File: config.mk
export PLATFORM = sky130hd
export DESIGN_NAME = pipe_stage_chain
export DESIGN_NICKNAME = d
export VERILOG_FILES = /design/src/rtl/pipe_pkg.sv /design/src/rtl/pipe_stage_cell.sv /design/src/rtl/pipe_stage_chain.sv
export SDC_FILE = /design/constraint.sdc
export NUM_CORES = 1
export LEC_CHECK = 0
export CAP_MARGIN = 20
export CORE_UTILIZATION = 30
export CTS_CLUSTER_SIZE = 10
export DETAILED_ROUTE_END_ITERATION = 8
export GPL_ROUTABILITY_DRIVEN = 0
export PLACE_DENSITY = 0.6
export SYNTH_ARGS = -nofsm -noshare
export SYNTH_HDL_FRONTEND = slang
export SYNTH_SLANG_ARGS = --single-unit
File: constraint.sdc
create_clock -name clk_i -period 1.9 [get_ports clk_i]
set_input_delay 0.38 -clock clk_i [delete_from_list [all_inputs] [get_ports clk_i]]
set_output_delay 0.38 -clock clk_i [all_outputs]
set_load 0.03 [all_outputs]
File: src/rtl/pipe_pkg.sv
// rtl/pipe_pkg.sv - shared constants and helpers for the pipeline register chain
package pipe_pkg;

  localparam int DEF_WIDTH = 32;
  localparam int DEF_CNT_W = 16;
  localparam int MAX_DEPTH = 64;

  function automatic logic [7:0] popcount(input logic [MAX_DEPTH-1:0] mask);
    logic [7:0] n;
    n = '0;
    for (int i = 0; i < MAX_DEPTH; i++) begin
      n = n + {7'd0, mask[i]};
    end
    return n;
  endfunction

  // Adds inc to cnt, clamping at the largest value representable in w bits (w <= 63).
  function automatic logic [63:0] sat_add(input logic [63:0] cnt, input logic [63:0] inc,
                                          input int w);
    logic [63:0] max_v;
    logic [64:0] sum;
    max_v = (64'd1 << w) - 64'd1;
    sum   = {1'b0, cnt} + {1'b0, inc};
    if (sum > {1'b0, max_v}) begin
      return max_v;
    end
    return sum[63:0];
  endfunction

endpackage

File: src/rtl/pipe_stage_cell.sv
// rtl/pipe_stage_cell.sv - one pipeline register stage with kill, hold and bubble zeroing
module pipe_stage_cell
  import pipe_pkg::*;
#(
  parameter int WIDTH       = DEF_WIDTH,
  parameter bit ZERO_BUBBLE = 1'b1
) (
  input  logic             clk,
  input  logic             rst,
  input  logic             up_valid,
  input  logic [WIDTH-1:0] up_data,
  input  logic             stall,
  input  logic             kill,
  output logic             valid,
  output logic             eff_valid,
  output logic [WIDTH-1:0] data
);

  logic             next_valid;
  logic [WIDTH-1:0] next_data;

  // Killed occupant looks invalid both to this stage's hold path and to the stage downstream.
  assign eff_valid = valid & ~kill;

  always_comb begin
    next_valid = stall ? eff_valid : up_valid;
    next_data  = stall ? data : up_data;
    if (ZERO_BUBBLE && !next_valid) begin
      next_data = '0;
    end
  end

  always_ff @(posedge clk) begin
    if (rst) begin
      valid <= 1'b0;
      data  <= '0;
    end else begin
      valid <= next_valid;
      data  <= next_data;
    end
  end

endmodule

File: src/rtl/pipe_stage_chain.sv
// rtl/pipe_stage_chain.sv - parametrised pipeline register chain with stall/flush and counters
module pipe_stage_chain
  import pipe_pkg::*;
#(
  parameter int WIDTH       = DEF_WIDTH,
  parameter int DEPTH       = 1,
  parameter bit ZERO_BUBBLE = 1'b1,
  parameter int CNT_W       = DEF_CNT_W
) (
  input  logic             clk_i,
  input  logic             rst_i,
  input  logic             valid_i,
  input  logic [WIDTH-1:0] data_i,
  input  logic             stall_i,
  input  logic [DEPTH-1:0] flush_i,
  input  logic             cnt_clr_i,
  output logic             valid_o,
  output logic [WIDTH-1:0] data_o,
  output logic [DEPTH-1:0] stage_valid_o,
  output logic [CNT_W-1:0] stall_cnt_o,
  output logic [CNT_W-1:0] kill_cnt_o
);

  logic [DEPTH-1:0] stage_valid;
  logic [DEPTH-1:0] eff_valid;
  logic [WIDTH-1:0] stage_data [DEPTH];

  for (genvar k = 0; k < DEPTH; k++) begin : g_stage
    logic             up_valid;
    logic [WIDTH-1:0] up_data;

    if (k == 0) begin : g_first
      assign up_valid = valid_i;
      assign up_data  = data_i;
    end else begin : g_rest
      assign up_valid = eff_valid[k-1];
      assign up_data  = stage_data[k-1];
    end

    pipe_stage_cell #(
      .WIDTH      (WIDTH),
      .ZERO_BUBBLE(ZERO_BUBBLE)
    ) u_cell (
      .clk      (clk_i),
      .rst      (rst_i),
      .up_valid (up_valid),
      .up_data  (up_data),
      .stall    (stall_i),
      .kill     (flush_i[k]),
      .valid    (stage_valid[k]),
      .eff_valid(eff_valid[k]),
      .data     (stage_data[k])
    );
  end

  assign valid_o       = stage_valid[DEPTH-1];
  assign data_o        = stage_data[DEPTH-1];
  assign stage_valid_o = stage_valid;

  logic [CNT_W-1:0] stall_next;
  logic [CNT_W-1:0] kill_next;

  // Only words that were actually valid before the edge count as destroyed.
  assign stall_next = CNT_W'(sat_add(64'(stall_cnt_o), {63'd0, stall_i}, CNT_W));
  assign kill_next  = CNT_W'(sat_add(64'(kill_cnt_o),
                                     {56'd0, popcount(MAX_DEPTH'(flush_i & stage_valid))}, CNT_W));

  always_ff @(posedge clk_i) begin
    if (rst_i || cnt_clr_i) begin
      stall_cnt_o <= '0;
      kill_cnt_o  <= '0;
    end else begin
      stall_cnt_o <= stall_next;
      kill_cnt_o  <= kill_next;
    end
  end

endmodule

==> impl_results.md <==
- Worst path slowest cell: clkdlybuf4s50_1
- Status: finished clean
- Grt ovf: 0
- Largest family of logic cells by synthesized area: simple AND/OR/NAND/NOR gates
- CP cell instances: buf_4 > clkdlybuf4s50_1
- Slew @ Worst Pin: 0.404 ns
- Min-delay worst type: primary input to flop
- CP required: 1.52 ns
- CP Data Arrival Time: 1.45 ns
- R2R setup slack: 0.18 ns
- Simple logic cell fraction of the synthesized area: 0.176
- Startpoint types: flop
- Die area: 9410 sq um
- Htree depth: 3
- Netlist Area Pre-Place: 2710 sq um
- Hpwl dp: 4680 um
- Worst r2r src: stall_cnt_o[11]
- Net Switching: 649 uW
- WS Path Type: flop to output pin
- Peak supply drop: 0.357 mV
- Initial antenna violation count: 0
- CTS Root Cell: clkbuf_8
- Clk pwr share: 0.428
- Drt initial violations: 34
- Crit. End Element: output pin
- Via-to-Cell Ratio: 4.68
- Die H: 97.0 um
- Drt drc: 0
- Design Area, Final: 4190 sq um
- Core ar.: 8720 sq um
- Achievable Freq: 546 MHz
- Gr usage total: 0.142
- Layout Nets: 436
- First-pass GRT wire length: 10900 um
- Logic pwr share: 0.091
- Top Ports: 104
- Reg2Reg Depth: 4
- Layout Skew: 0.00573 ns
- Int Power: 2.24 mW
- Row count: 34
- Vias in the first global route: 2328
- Setup bufs post-CTS: 0
- Slowest stage delay, CP: 0.66 ns
- FILL cells: 832
- Clock sink total: 65
- Compound-Gate Fraction of Synth Area: 0.0910
- WHS Path Cells: 4
- Place WS: -0.298 ns
- Largest net degree at the start of global routing: 34
- Leading area contributor after synthesis: dfxtp_1
- N_diodes: 0
- Minimum clock period: 1.83 ns
- Fin Hold WS: 0.444 ns
- Worst reg2reg path endpoint: stall_cnt_o[13]
- Synth Area in Adders: 0.0185
- Routed Antenna Nets: 0
- P&R area growth vs syn: 54.5%
- Largest cells by area after synthesis: dfxtp_1 (48%), mux2i_1 (12%), nor2_1 (5.3%), xnor2_1 (4.5%), a21oi_1 (3.1%)
- Slew headroom: 0.730
- IO buf count: 103
- Final Hold Viols: 0
- Net Count, Synth: 320
- Post-Synthesis Cells: 278
- Fin. max-slew vios: 0
- Final period util: 0.965
- Post-synthesis cell type count: 37
- CTS buffer count: 9
- RSZ-0062 raised after global routing: false
- Multiplexer area fraction after synthesis: 0.118
- Worst Setup Slack, final: 0.0670 ns
- Post-Route WL: 6580 um
- Post-synthesis xor/xnor area fraction: 0.0744
- Area post-placement: 3960 sq um
- Reg clk slew, reported paths: 0.07 ns
- DR pass1 iterations: 4
- Cts hold-fix bufs: 0
- Final number of setup-violating endpoints: 0
- Clock buffer depth: 2
- Leakage: 1.66 nW
- Post-synthesis sequential area ratio: 0.480
- Initial core utilization: 0.311
- Seq cells post-synth: 65
- Sequential share of power: 0.481
- Vias: 2375
- Clock latency at the later pin of the worst-skew pair: 0.33 ns
- Sw frac: 0.225
- Ys Warns: 0
- Max-cap viol count: 0
- Syn_area_per_cell: 9.74 sq um
- Min-Delay Startpoint: stall_i
- Die Wd: 97.0 um
- CTS tree: yes
- Crit-path max FO: 4
- WL/cell: 13.0 um
- Layout cells sized above 1: 0.143
- Hold worst-path end: stall_cnt_o[0]
- Top cell type's share of synthesized area: 0.480
- Power per cell area: 690 nW/um^2
## how the worst max path moves through the flow
stage / endpoint / cells past startpoint / startpoint / slack (ns)
2_1_floorplan: stall_cnt_o[6] / 6 / stall_cnt_o[7] / 0.0003
3_3_place_gp: kill_cnt_o[14] / 8 / flush_i / -0.26
3_5_place_dp: kill_cnt_o[14] / 8 / flush_i / -0.30
4_1_cts: stall_cnt_o[1] / 2 / stall_cnt_o[1] / 0.01
5_1_grt: kill_cnt_o[9] / 1 / kill_cnt_o[9] / 0.003
6_report: stall_cnt_o[3] / 2 / stall_cnt_o[3] / 0.07
## logic make-up (layout without fill, tap and decap cells)
group	after synthesis	count (layout)
compound gates	36	36
buf+inv	23	144
fa+ha+maj	4	4
simple gates	95	95
xor+xnor	23	23
flops	65	65
mux	32	32
## layout make-up
type | count | area (sq um) | area share
well taps | 108 | 135 | 0.0323
clock inverters | 2 | 35.0 | 0.00837
clock buffers | 14 | 173 | 0.0412
inverters | 7 | 26.3 | 0.00628
flip-flops and latches | 65 | 1310 | 0.312
repair buffers | 121 | 1200 | 0.286
multi-input cells | 190 | 1310 | 0.314
## power groups by stage
| stage | registers (mW) | logic, mW | clock network (mW) |
|---|---|---|---|
| final | 1.39 | 0.263 | 1.23 |
| after global routing | 1.39 | 0.283 | 1.34 |
| after CTS | 1.39 | 0.268 | 1.28 |
| after detailed placement | 1.42 | 0.267 | 0 |
| after global placement | 1.42 | 0.264 | 0 |
| after floorplan | 1.45 | 0.0912 | 0 |
## cell usage after synthesis, drive strengths merged
cell type / count
dfxtp: 65
nor2: 38
mux2i: 32
a21oi: 27
nand2: 14
xnor2: 14
clkbuf: 10
nand4: 10
xor2: 9
nor3: 8
inv: 7
nor4: 7
buf: 6
nand3: 6
ha: 4
a31oi: 3
and3: 2
and4: 2
o21bai: 2
or2: 2
or4: 2
a211oi: 1
a311oi: 1
a31o: 1
and2: 1
and4b: 1
nor2b: 1
o31ai: 1
or3: 1
## flip-flops by register name, indices dropped and copies added (netlist names)
signal and count:
stall_cnt_o 16, g_stage.u_cell.data 32, kill_cnt_o 16, g_stage.u_cell.valid 1
## cell usage in the layout, fill, tap and decap left out, types with 2 or more instances in the layout
master / n
mux2i_1: 32
dfxtp_1: 60
clkbuf_1: 2
nor2_1: 37
nor4_1: 5
xor2_1: 9
clkdlybuf4s50_1: 90
dlymetal6s2s_1: 7
xnor2_1: 14
and3_1: 2
nand4_1: 10
a31oi_1: 3
ha_1: 4
dfxtp_2: 5
and4_1: 2
a21oi_2: 9
nand3_1: 5
nor3_1: 8
a21oi_1: 17
nand2_1: 14
buf_12: 2
buf_4: 16
dlygate4sd2_1: 5
clkbuf_8: 12
nor4_2: 2
inv_1: 7
## critical path: cells and delay by family, from the launching register on
family	cells	cell delay, ns
buffers and inverters	2	0.79
DFF	1	0.33
## routing by layer
layer,track usage,vias to the layer above,routed length (um)
li1,-,1190,-
met1,0.159,1100,2830
met2,0.230,77,3030
met3,0.0816,8,667
met4,0.0379,0,51
met5,0,-,0
## stage by stage
step	TNS (ns)	instances	power (mW)	utilization
floorplan	0	278	1.55	-
global placement	-3.16	491	1.68	0.454
detailed placement	-3.94	491	1.69	0.454
CTS	0	507	2.94	0.477
global route	0	507	3.01	0.480
finish	0	507	2.89	0.480
## timing repair
item                                    CTS  global route
resized for setup                         5            10
pin swaps                                 0             2
endpoints found under the setup margin    5            20
(Power assumes the default switching activity.)
